===== src/rtl/tpu_pkg.sv =====
// Shared types and constants for the systolic feeder: FSM state encoding,
// tile write selects and the write-index sizing helper.
package tpu_pkg;

    typedef enum logic [2:0] {
        IDLE,
        CLEAR,
        STREAM,
        DRAIN,
        DONE
    } feeder_state_t;

    localparam logic SEL_A = 1'b0;
    localparam logic SEL_B = 1'b1;

    // max(n, k, 2): the span the write index must be able to address
    function automatic int idx_span(input int n, input int k);
        int m;
        m = (n > k) ? n : k;
        return (m > 2) ? m : 2;
    endfunction

endpackage


===== src/rtl/systolic_feeder_if.sv =====
// Host-side bus of the systolic feeder: tile write port, job start and
// status, plus the clear/edge lanes that go to the PE array.
interface systolic_feeder_if #(
    parameter int WIDTH = 8,
    parameter int N     = 2,
    parameter int IDX_W = 1
);
    logic             wr_en;
    logic             wr_sel;
    logic [IDX_W-1:0] wr_row;
    logic [IDX_W-1:0] wr_col;
    logic [WIDTH-1:0] wr_data;
    logic             start;
    logic             busy;
    logic             done;
    logic             clear;
    logic [N*WIDTH-1:0] a_edge;
    logic [N*WIDTH-1:0] b_edge;

    modport master (
        output wr_en, wr_sel, wr_row, wr_col, wr_data, start,
        input  busy, done, clear, a_edge, b_edge
    );

    modport slave (
        input  wr_en, wr_sel, wr_row, wr_col, wr_data, start,
        output busy, done, clear, a_edge, b_edge
    );
endinterface


===== src/rtl/tile_buf.sv =====
// ROWS x COLS operand tile: range-checked synchronous write, NRD independent
// combinational read ports, asynchronous clear to zero.
module tile_buf #(
    parameter int ROWS  = 2,
    parameter int COLS  = 2,
    parameter int WIDTH = 8,
    parameter int IDX_W = 1,
    parameter int NRD   = 1
) (
    input  logic             clk,
    input  logic             rst,
    input  logic             we,
    input  logic [IDX_W-1:0] wr_row,
    input  logic [IDX_W-1:0] wr_col,
    input  logic [WIDTH-1:0] wr_data,
    input  logic [IDX_W-1:0] rd_row  [NRD],
    input  logic [IDX_W-1:0] rd_col  [NRD],
    output logic [WIDTH-1:0] rd_data [NRD]
);
    localparam int RW = (ROWS > 1) ? $clog2(ROWS) : 1;
    localparam int CW = (COLS > 1) ? $clog2(COLS) : 1;

    logic [WIDTH-1:0] mem_q [ROWS][COLS];
    logic             wr_hit;

    assign wr_hit = we && (int'(wr_row) < ROWS) && (int'(wr_col) < COLS);

    always_ff @(posedge clk or posedge rst) begin
        if (rst) begin
            mem_q <= '{default: '0};
        end else if (wr_hit) begin
            mem_q[wr_row[RW-1:0]][wr_col[CW-1:0]] <= wr_data;
        end
    end

    for (genvar p = 0; p < NRD; p++) begin : g_rd
        assign rd_data[p] = ((int'(rd_row[p]) < ROWS) && (int'(rd_col[p]) < COLS))
                          ? mem_q[rd_row[p][RW-1:0]][rd_col[p][CW-1:0]] : '0;
    end
endmodule


===== src/rtl/systolic_feeder.sv =====
// West/north edge feeder for an N x N systolic PE array (C = A * B).
// Optional job counter output is enabled by defining FEEDER_JOB_CNT_EN.
module systolic_feeder
    import tpu_pkg::*;
#(
    parameter int WIDTH = 8,
    parameter int N     = 2,
    parameter int K     = 2,
    parameter int IDX_W = $clog2(idx_span(N, K))
) (
    input  logic clk,
    input  logic rst,
`ifdef FEEDER_JOB_CNT_EN
    output logic [15:0] job_count,
`endif
    systolic_feeder_if.slave bus
);
    localparam int T_LAST = K + N - 2;
    localparam int CNT_W  = $clog2(K + N + 1);

    feeder_state_t      state_q, state_d;
    logic [CNT_W-1:0]   cnt_q, cnt_d;
    logic               busy_q, busy_d;
    logic               done_q, done_d;
    logic               clear_q, clear_d;
    logic [N*WIDTH-1:0] a_edge_q, a_edge_d;
    logic [N*WIDTH-1:0] b_edge_q, b_edge_d;
    logic [N-1:0]       lane_vld;
    int                 t_d;
    logic               wr_ok, a_we, b_we;

    logic [IDX_W-1:0] a_rd_row [N];
    logic [IDX_W-1:0] a_rd_col [N];
    logic [IDX_W-1:0] b_rd_row [N];
    logic [IDX_W-1:0] b_rd_col [N];
    logic [WIDTH-1:0] a_rd_data [N];
    logic [WIDTH-1:0] b_rd_data [N];

    assign wr_ok = bus.wr_en && (state_q == IDLE);
    assign a_we  = wr_ok && (bus.wr_sel == SEL_A);
    assign b_we  = wr_ok && (bus.wr_sel == SEL_B);

    tile_buf #(.ROWS(N), .COLS(K), .WIDTH(WIDTH), .IDX_W(IDX_W), .NRD(N)) u_a_buf (
        .clk(clk), .rst(rst), .we(a_we),
        .wr_row(bus.wr_row), .wr_col(bus.wr_col), .wr_data(bus.wr_data),
        .rd_row(a_rd_row), .rd_col(a_rd_col), .rd_data(a_rd_data)
    );

    tile_buf #(.ROWS(K), .COLS(N), .WIDTH(WIDTH), .IDX_W(IDX_W), .NRD(N)) u_b_buf (
        .clk(clk), .rst(rst), .we(b_we),
        .wr_row(bus.wr_row), .wr_col(bus.wr_col), .wr_data(bus.wr_data),
        .rd_row(b_rd_row), .rd_col(b_rd_col), .rd_data(b_rd_data)
    );

    always_comb begin
        state_d = state_q;
        cnt_d   = cnt_q;
        unique case (state_q)
            IDLE:   if (bus.start) state_d = CLEAR;
            CLEAR: begin
                state_d = STREAM;
                cnt_d   = '0;
            end
            STREAM: begin
                if (int'(cnt_q) == T_LAST) begin
                    state_d = (N > 1) ? DRAIN : DONE;
                    cnt_d   = '0;
                end else begin
                    cnt_d = cnt_q + CNT_W'(1);
                end
            end
            DRAIN: begin
                if (int'(cnt_q) == N - 2) state_d = DONE;
                else                      cnt_d   = cnt_q + CNT_W'(1);
            end
            DONE:    state_d = IDLE;
            default: state_d = IDLE;
        endcase
    end

    // Outputs are decoded from the next state so they register in step with it
    always_comb begin
        busy_d  = (state_d != IDLE);
        done_d  = (state_d == DONE);
        clear_d = (state_d == CLEAR);
    end

    assign t_d = int'(cnt_d);

    // Lane i/j of wavefront t carries inner index t-i (A) and t-j (B)
    for (genvar i = 0; i < N; i++) begin : g_lane
        assign a_rd_row[i] = IDX_W'(i);
        assign a_rd_col[i] = IDX_W'(t_d - i);
        assign b_rd_row[i] = IDX_W'(t_d - i);
        assign b_rd_col[i] = IDX_W'(i);
        assign lane_vld[i] = (state_d == STREAM) && (t_d >= i) && (t_d - i < K);
        assign a_edge_d[i*WIDTH +: WIDTH] = lane_vld[i] ? a_rd_data[i] : '0;
        assign b_edge_d[i*WIDTH +: WIDTH] = lane_vld[i] ? b_rd_data[i] : '0;
    end

    always_ff @(posedge clk or posedge rst) begin
        if (rst) begin
            state_q  <= IDLE;
            cnt_q    <= '0;
            busy_q   <= 1'b0;
            done_q   <= 1'b0;
            clear_q  <= 1'b0;
            a_edge_q <= '0;
            b_edge_q <= '0;
        end else begin
            state_q  <= state_d;
            cnt_q    <= cnt_d;
            busy_q   <= busy_d;
            done_q   <= done_d;
            clear_q  <= clear_d;
            a_edge_q <= a_edge_d;
            b_edge_q <= b_edge_d;
        end
    end

    assign bus.busy   = busy_q;
    assign bus.done   = done_q;
    assign bus.clear  = clear_q;
    assign bus.a_edge = a_edge_q;
    assign bus.b_edge = b_edge_q;

`ifdef FEEDER_JOB_CNT_EN
    logic [15:0] job_cnt_q, job_cnt_d;

    assign job_cnt_d = job_cnt_q + {15'd0, done_d};

    always_ff @(posedge clk or posedge rst) begin
        if (rst) job_cnt_q <= '0;
        else     job_cnt_q <= job_cnt_d;
    end

    assign job_count = job_cnt_q;
`endif
endmodule


===== src/flat_wrapper.sv =====
// flat-port wrapper written by rule: the top's interface ports become plain ports
module systolic_feeder_flat import tpu_pkg::*;
#(
    parameter int WIDTH = 8,
    parameter int N     = 2,
    parameter int K     = 2,
    parameter int IDX_W = $clog2(idx_span(N, K))
)
  (clk, rst, bus_wr_en, bus_wr_sel, bus_wr_row, bus_wr_col, bus_wr_data, bus_start, bus_busy, bus_done, bus_clear, bus_a_edge, bus_b_edge);
  systolic_feeder_if #(.WIDTH(WIDTH), .N(N), .IDX_W(IDX_W)) bus_i ();
  input  logic clk;
  input  logic rst;
  input wire logic [$bits(bus_i.wr_en)-1:0] bus_wr_en;
  input wire logic [$bits(bus_i.wr_sel)-1:0] bus_wr_sel;
  input wire logic [$bits(bus_i.wr_row)-1:0] bus_wr_row;
  input wire logic [$bits(bus_i.wr_col)-1:0] bus_wr_col;
  input wire logic [$bits(bus_i.wr_data)-1:0] bus_wr_data;
  input wire logic [$bits(bus_i.start)-1:0] bus_start;
  output wire logic [$bits(bus_i.busy)-1:0] bus_busy;
  output wire logic [$bits(bus_i.done)-1:0] bus_done;
  output wire logic [$bits(bus_i.clear)-1:0] bus_clear;
  output wire logic [$bits(bus_i.a_edge)-1:0] bus_a_edge;
  output wire logic [$bits(bus_i.b_edge)-1:0] bus_b_edge;
  assign bus_i.wr_en = bus_wr_en;
  assign bus_i.wr_sel = bus_wr_sel;
  assign bus_i.wr_row = bus_wr_row;
  assign bus_i.wr_col = bus_wr_col;
  assign bus_i.wr_data = bus_wr_data;
  assign bus_i.start = bus_start;
  assign bus_busy = bus_i.busy;
  assign bus_done = bus_i.done;
  assign bus_clear = bus_i.clear;
  assign bus_a_edge = bus_i.a_edge;
  assign bus_b_edge = bus_i.b_edge;
  systolic_feeder #(.WIDTH(WIDTH), .N(N), .K(K), .IDX_W(IDX_W)) u_core (.clk(clk), .rst(rst), .bus(bus_i));
endmodule

===== config.mk =====
export PLATFORM = sky130hd
export DESIGN_NAME = systolic_feeder_flat
export DESIGN_NICKNAME = d
export VERILOG_FILES = /design/src/rtl/tpu_pkg.sv /design/src/rtl/systolic_feeder_if.sv /design/src/rtl/tile_buf.sv /design/src/rtl/systolic_feeder.sv /design/src/flat_wrapper.sv
export SDC_FILE = /design/constraint.sdc
export NUM_CORES = 1
export LEC_CHECK = 0
export CAP_MARGIN = 20
export CORE_MARGIN = 4
export CORE_UTILIZATION = 45
export DETAILED_ROUTE_END_ITERATION = 10
export GPL_TIMING_DRIVEN = 1
export PLACE_DENSITY = 0.66
export SYNTH_ARGS = -nofsm -noshare
export SYNTH_HDL_FRONTEND = slang
export SYNTH_SLANG_ARGS = --single-unit

===== constraint.sdc =====
create_clock -name clk -period 7.4 [get_ports clk]
set_clock_uncertainty 0.05 [all_clocks]
set_input_delay 1.11 -clock clk [delete_from_list [all_inputs] [get_ports clk]]
set_output_delay 1.11 -clock clk [all_outputs]
set_load 0.005 [all_outputs]

==> results of run 1 <==
[critical path, stage by stage (launching register included)]
cell,delay [ns]
dfrtp_1,0.42
inv_1,0.10
ha_1,0.24
and4b_1,0.25
o21ai_2,0.68
nand2_1,0.63
ha_1,0.48
nand2b_1,0.18
a21bo_2,0.20
o211a_2,0.41
o211ai_1,0.15
a21oi_1,0.20
[path summary, 6_finish.rpt]
| kind | to | cells after the start | slack, ns | from |
|---|---|---|---|---|
| hold reg to reg | u_core.u_a_buf.mem_q[14]$_DFFE_PP0P_ | 1 | 0.46 | u_core.u_a_buf.mem_q[14]$_DFFE_PP0P_ |
| min in group asynchronous | u_core.bus.busy$_DFF_PP0_ | 2 | 0.99 | rst |
| setup reg to reg | u_core.bus.b_edge[11]$_DFF_PP0_ | 11 | 3.33 | u_core.cnt_q[0]$_DFF_PP0_ |
| setup / recovery | u_core.bus.b_edge[11]$_DFF_PP0_ | 11 | 3.33 | u_core.cnt_q[0]$_DFF_PP0_ |
| hold / removal | u_core.u_a_buf.mem_q[14]$_DFFE_PP0P_ | 1 | 0.46 | u_core.u_a_buf.mem_q[14]$_DFFE_PP0P_ |
| max in group asynchronous | u_core.bus.a_edge[2]$_DFF_PP0_ | 4 | 5.29 | rst |
[placed cells by master, fill, tap and decap left out, types with 3 or more instances in the layout]
| master | count |
|---|---|
| dfrtp_1 | 105 |
| mux2_2 | 65 |
| clkdlybuf4s50_1 | 49 |
| nand2_1 | 36 |
| a21oi_1 | 25 |
| nand3_1 | 17 |
| o211ai_1 | 16 |
| a21oi_2 | 11 |
| clkbuf_8 | 11 |
| nor2_1 | 7 |
| ha_1 | 7 |
| nand2b_1 | 6 |
| inv_1 | 6 |
| nand3b_1 | 3 |
| nor2b_1 | 3 |
| o21ai_0 | 3 |
[cell families (layout without fill, tap and decap cells)]
logic type,count (synthesis),count (layout),synth area share
adders and majority gates,7,7,0.0194
muxes,66,66,0.165
buffers and inverters,26,74,0.0294
DFF,105,105,0.583
AOI/OAI and AO/OA,66,66,0.106
and+or+nand+nor,84,84,0.0980
[power breakdown]
part	switching [mW]	internal, mW
clock	0.200	0.146
sequential	0.142	0.840
combinational	0.542	0.457
total	0.884	1.44
[routing by layer]
metal	wire (µm)	up-vias
li1	-	1340
met1	4000	1443
met2	4580	43
met3	348	9
met4	73	0
met5	0	-
[registers in the layout, indices dropped and copies added (netlist names)]
name,flops
u_core.state_q,3
u_core.u_a_buf.mem_q,32
u_core.bus.busy,1
u_core.bus.b_edge,16
u_core.u_b_buf.mem_q,32
u_core.cnt_q,3
u_core.bus.clear,1
u_core.bus.a_edge,16
u_core.bus.done,1
[layout make-up]
type                    instances  area, µm²  share of cell area
multi-input cells             223       1750               0.330
well taps                     133        166              0.0314
inverters                       7       28.8             0.00544
clock inverters                 5       45.0             0.00851
repair buffers                 51        526              0.0993
clock buffers                  11        151              0.0286
flip-flops and latches        105       2630               0.496
==> impl_results.md, run 1 <==
* Outcome: finished clean
* Via count at 2835
* CTS max path bufs at 2
* PortBufs at 49
* Die H at roughly 110 µm
* Worst-margin pin slew at 0.870 ns
* Post-layout util at 0.541
* Met2 Use GR at 0.280
* Hold Crit Class: reg2reg
* Startpoint Class: flop
* Synth area leader: dfrtp_1
* Netlist cell types at 39
* Antenna violations before repair at 0
* Top cell type's share of synthesized area at 0.583
* Clock slew at reported path FFs at 0.10 ns
* Grt met1 use at 0.215
* Final worst slack at 3.33 ns
* F_max at 245 MHz
* CORE AREA at roughly 10000 µm²
* Synthesis Warnings at 0
* Drt first pass iters at 4
* Share of cells above drive strength 1 at 0.266
* Design Area, Final at 5290 µm²
* Hold WS at 0.464 ns
* Sink Count at about 110
* Crit Path Category: reg2reg
* Cts bufs inserted at 9
* Final Hold Fails at 0
* Placement Setup Slack at 3.31 ns
* CP Data Required Time at 7.63 ns
* First-pass GRT wire length at 15.2 mm
* Top_reg_cell synth: dfrtp_1
* DPL Wire Length at 5.90 mm
* Post-cts sizing count at 0
* Final setup fails at 0
* Top cells by area, synth: dfrtp_1 58%, mux2_2 16%, nand2_1 3.0%
* Mapped Area at 4510 µm²
* Commonest cells post-synth: 105 x dfrtp_1, 65 x mux2_2, 36 x nand2_1
* Via density at 5.30
* Most common cell in the synthesized netlist: dfrtp_1
* Final slew viol count at 0
* Hold_buf cts at 0
* Detailed-route DRC error count at 0
* GR Util met3 at 0.0442
* Yosys reg bits at roughly 110
* Leak at 2.26 nW
* Final period utilization at 0.551
* Io pins at 50
* First DRT Iteration DRCs at between 80 and 90
* Fin nets at 419
* Post-synth EDFFs at 0
* Max VDD drop at roughly 210 µV
* Vias in the first global route at 2991
* Synth-to-layout area growth at 17.4%
* Ys async rst share at 1.00
* Filler cell count at 870
* Non-Filler Instances at 535
* Routed WL at about 9 mm
* Cell Rows at 36
* Slew HR at 0.418
* Register area share after synthesis at 0.583
* Critical Path AT at 4.30 ns
* Largest net degree at the start of global routing at 84
* Syn Nets at roughly 380
* DR WL/cell at roughly 17 µm
* Most Used Layer, Global Route: met2
* H-tree depth at 3
* Setup_tns at 0 ns
* Total track usage at 0.166
* Total gr overflow at 0
* RSZ-0062 raised after global routing: no
* Placed cell count at 518
* Setup Fix Bufs, Post-CTS at 0
* Final Power at 2.33 mW
* Dpl cell area at 5070 µm²
* Max-capacitance violation count at 0
* Tmin final at about 4 ns
* Clock latency on the worst-skew pair at 0.36 ns
* CP Capture Type: flop
* Chip Width at 108 µm
* Post-Synthesis Cells at 354
* Syn_area_per_cell at 12.7 µm²
* CTS tree: done
* ANT cells at 0
* Pwr dens at around 440 nW/µm²
* Number of routed nets with antenna violations at 0
* Die area at approximately 12000 µm²
* Root Buffer: clkbuf_8
* Final Wtd Congestion at 0.749
* Initial core utilization at 0.461
* CP max FO at 19
No activity file was read; power rests on OpenSTA's default activity.
==> run 2, diff against run 1 <==
Clock period 7.4 ns to 4.08 ns, I/O delays scaled along.
==> run 2 against run 1 <==
Worst setup slack worse by 2.5 ns. Non-clock buffer count grew 3. Count of clock-buffer cells in the layout shrank 2. Largest cell class unchanged. Routed wire length grew 2.0%.
==> impl_results.md, run 2 (same netlist as run 1, synthesis figures left out) <==
* PortBufs at 49 (unchanged)
* Min-delay src: u_core.u_b_buf.mem_q[21]$_DFFE_PP0P_
* DR WL/cell at 17.1 µm (+1.6%)
* Non-Filler Instances at 537 (+0.37%)
* Final Hold Fails at 0 (unchanged)
* Hold Crit Class: reg2reg
* M1 wire length at 4.20 mm (+5.1%)
* CP max FO at 16 (-3)
* Clock latency on the worst-skew pair at 0.35 ns (about the same)
* Post-cts sizing count at 0 (unchanged)
* Outcome: finished clean
* RR Startpoint: u_core.cnt_q[0]$_DFF_PP0_
* WHS Path Cells at 1 (unchanged)
* Reg-to-reg endpoint: u_core.bus.a_edge[8]$_DFF_PP0_
* Total track usage at 0.163 (-0.00288)
* Largest net degree at the start of global routing at 106 (+26%)
* Io pins at 50 (unchanged)
* Die area at 11700 µm² (unchanged)
* Cts bufs inserted at 9 (unchanged)
* Cell family with most CP delay: compound AO/OA/AOI/OAI gates
* F_max at 303 MHz (+24%)
* Sink Count at 105 (unchanged)
* Crit path largest cell delay at 0.43 ns (-0.25 ns)
* Final setup fails at 0 (unchanged)
* Vias in the first global route at 2837 (-5.1%)
* Max VDD drop at 338 µV (+64%)
* CORE AREA at 9770 µm² (unchanged)
* Placed cell count at 522 (+0.77%)
* Hold_buf cts at 0 (unchanged)
* Worst-margin pin slew at 0.886 ns (+0.0155 ns)
* CP Data Required Time at 4.24 ns (-3.39 ns)
* Via count at 2895 (+2.1%)
* Number of routed nets with antenna violations at 0 (unchanged)
* Critical Path AT at 3.46 ns (-0.84 ns)
* CTS tree: done
* Slew HR at 0.410 (-0.00863)
* Via density at 5.39 (+1.7%)
* Fin nets at 422 (+0.72%)
* Cell mode on critical path: ha_1
* ANT cells at 0 (unchanged)
* Final worst slack at 0.784 ns (-2.54 ns)
* CTS max path bufs at 2 (unchanged)
* Critical path, cell by cell: inv_1 > ha_1 > mux2_2 > a32o_1 > a22oi_1 > ha_1 > ha_1 > nand2b_1 > a21bo_2 > o211a_2 > o211ai_1 > a21oi_1
* Chip Width at 108 µm (unchanged)
* Clock slew at reported path FFs at 0.09 ns (about the same)
* CP Capture Type: flop
* WL met2 at 4.59 mm (+0.31%)
* Hold WS at 0.464 ns (+0.000729 ns)
* Worst Path Buf+Inv at 1 (unchanged)
* Final period utilization at 0.808 (+0.257)
* Initial core utilization at 0.461 (unchanged)
* Cell Rows at 36 (unchanged)
* Filler cell count at 867 (-0.34%)
* Synth-to-layout area growth at 17.3% (about the same)
* First DRT Iteration DRCs at 109 (+31%)
* H-tree depth at 3 (unchanged)
* CP max-delay cell: dfrtp_1
* Drt first pass iters at 4 (unchanged)
* Final slew viol count at 0 (unchanged)
* Tmin final at 3.30 ns (-0.779 ns)
* Pwr dens at 803 nW/µm² (+83%)
* Detailed-route DRC error count at 0 (unchanged)
* Leak at 2.26 nW (-0.16%)
* Largest regs: u_core.u_a_buf.mem_q: 32 flops, u_core.u_b_buf.mem_q: 32 flops
* Setup Fix Bufs, Post-CTS at 0 (unchanged)
* Die H at 108 µm (unchanged)
* R2R setup slack at 0.78 ns (-2.54 ns)
* Max-capacitance violation count at 0 (unchanged)
* DPL Wire Length at 5.86 mm (-0.77%)
* DR WL met3 at 226 µm (-35%)
* Share of cells above drive strength 1 at 0.270 (+0.00363)
* Setup_tns at 0 ns (unchanged)
* Highest routed metal layer: met4
* Routed WL at 9.17 mm (+2.0%)
* Register Area at 2630 µm² (unchanged)
* Startpoint Class: flop
* Most frequent cells in the layout: 105 x dfrtp_1, 65 x mux2_2, 49 x clkdlybuf4s50_1
* Hold endpoint: u_core.u_b_buf.mem_q[21]$_DFFE_PP0P_
* Crit Path Category: reg2reg
* First-pass GRT wire length at 14.8 mm (-2.4%)
* Most common cell after layout, fill and taps aside: dfrtp_1
* Antenna violations before repair at 0 (unchanged)
* Total gr overflow at 0 (unchanged)
* FF-to-FF path depth at 12 (+1)
* Final Wtd Congestion at 0.831 (+11%)
* Root Buffer: clkbuf_8
* Placement Setup Slack at 0.806 ns (-2.50 ns)
* Footprint of the multi-input gates at 1750 µm² (unchanged)
* RSZ-0062 raised after global routing: no
## run 2: worst register-to-register path: cells and delay by family (launching register included)
family	cells	cell delay [ns]
multiplexers	1	0.37
adder cells (fa/ha/maj)	3	0.64
AND/OR/NAND/NOR	1	0.13
flip-flops	1	0.43
AO/OA/AOI/OAI	6	1.43
buffers and inverters	1	0.13
## run 2: final cells by class
| type | instances | share of cell area |
|---|---|---|
| timing repair buffer | 54 | 0.102 |
| sequential | 105 | 0.497 |
| clock inverter | 6 | 0.00994 |
| tap | 133 | 0.0315 |
| multi-input combinational | 223 | 0.331 |
| clock buffer | 9 | 0.0234 |
| inverter | 7 | 0.00544 |
## run 2: per-layer routing
layer | up-vias | track usage
li1 | 1341 | -
met1 | 1506 | 0.221
met2 | 38 | 0.266
met3 | 10 | 0.0233
met4 | 0 | 0.0658
met5 | - | 0
## run 2: power by group
group	total [mW]	switching, mW	leakage [nW]	internal (mW)
registers	1.78	0.258	1.36	1.52
logic	1.88	1.02	0.817	0.865
clock network	0.585	0.358	0.0838	0.227
## run 2: metrics by stage
stage / total power [mW] / area, µm² / utilization
after global placement: 3.62 / 5110 / 0.523
after CTS: 4.29 / 5290 / 0.541
final: 4.25 / 5290 / 0.541
after global routing: 4.56 / 5290 / 0.541
after detailed placement: 3.69 / 5110 / 0.523
after floorplan: 3.05 / 4510 / -
## run 2: worst max path at each step
stage / start / endpoint / slack [ns] / cells after the start
global placement: u_core.state_q[0]$_DFF_PP0_ / u_core.bus.b_edge[10]$_DFF_PP0_ / 0.93 / 12
floorplan: rst / u_core.bus.a_edge[0]$_DFF_PP0_ / 0.66 / 1
CTS: u_core.cnt_q[0]$_DFF_PP0_ / u_core.bus.b_edge[8]$_DFF_PP0_ / 0.80 / 12
detailed placement: u_core.cnt_q[0]$_DFF_PP0_ / u_core.bus.a_edge[13]$_DFF_PP0_ / 0.81 / 12
global route: u_core.state_q[0]$_DFF_PP0_ / u_core.bus.b_edge[8]$_DFF_PP0_ / 0.56 / 12
finish: u_core.cnt_q[0]$_DFF_PP0_ / u_core.bus.a_edge[8]$_DFF_PP0_ / 0.78 / 12
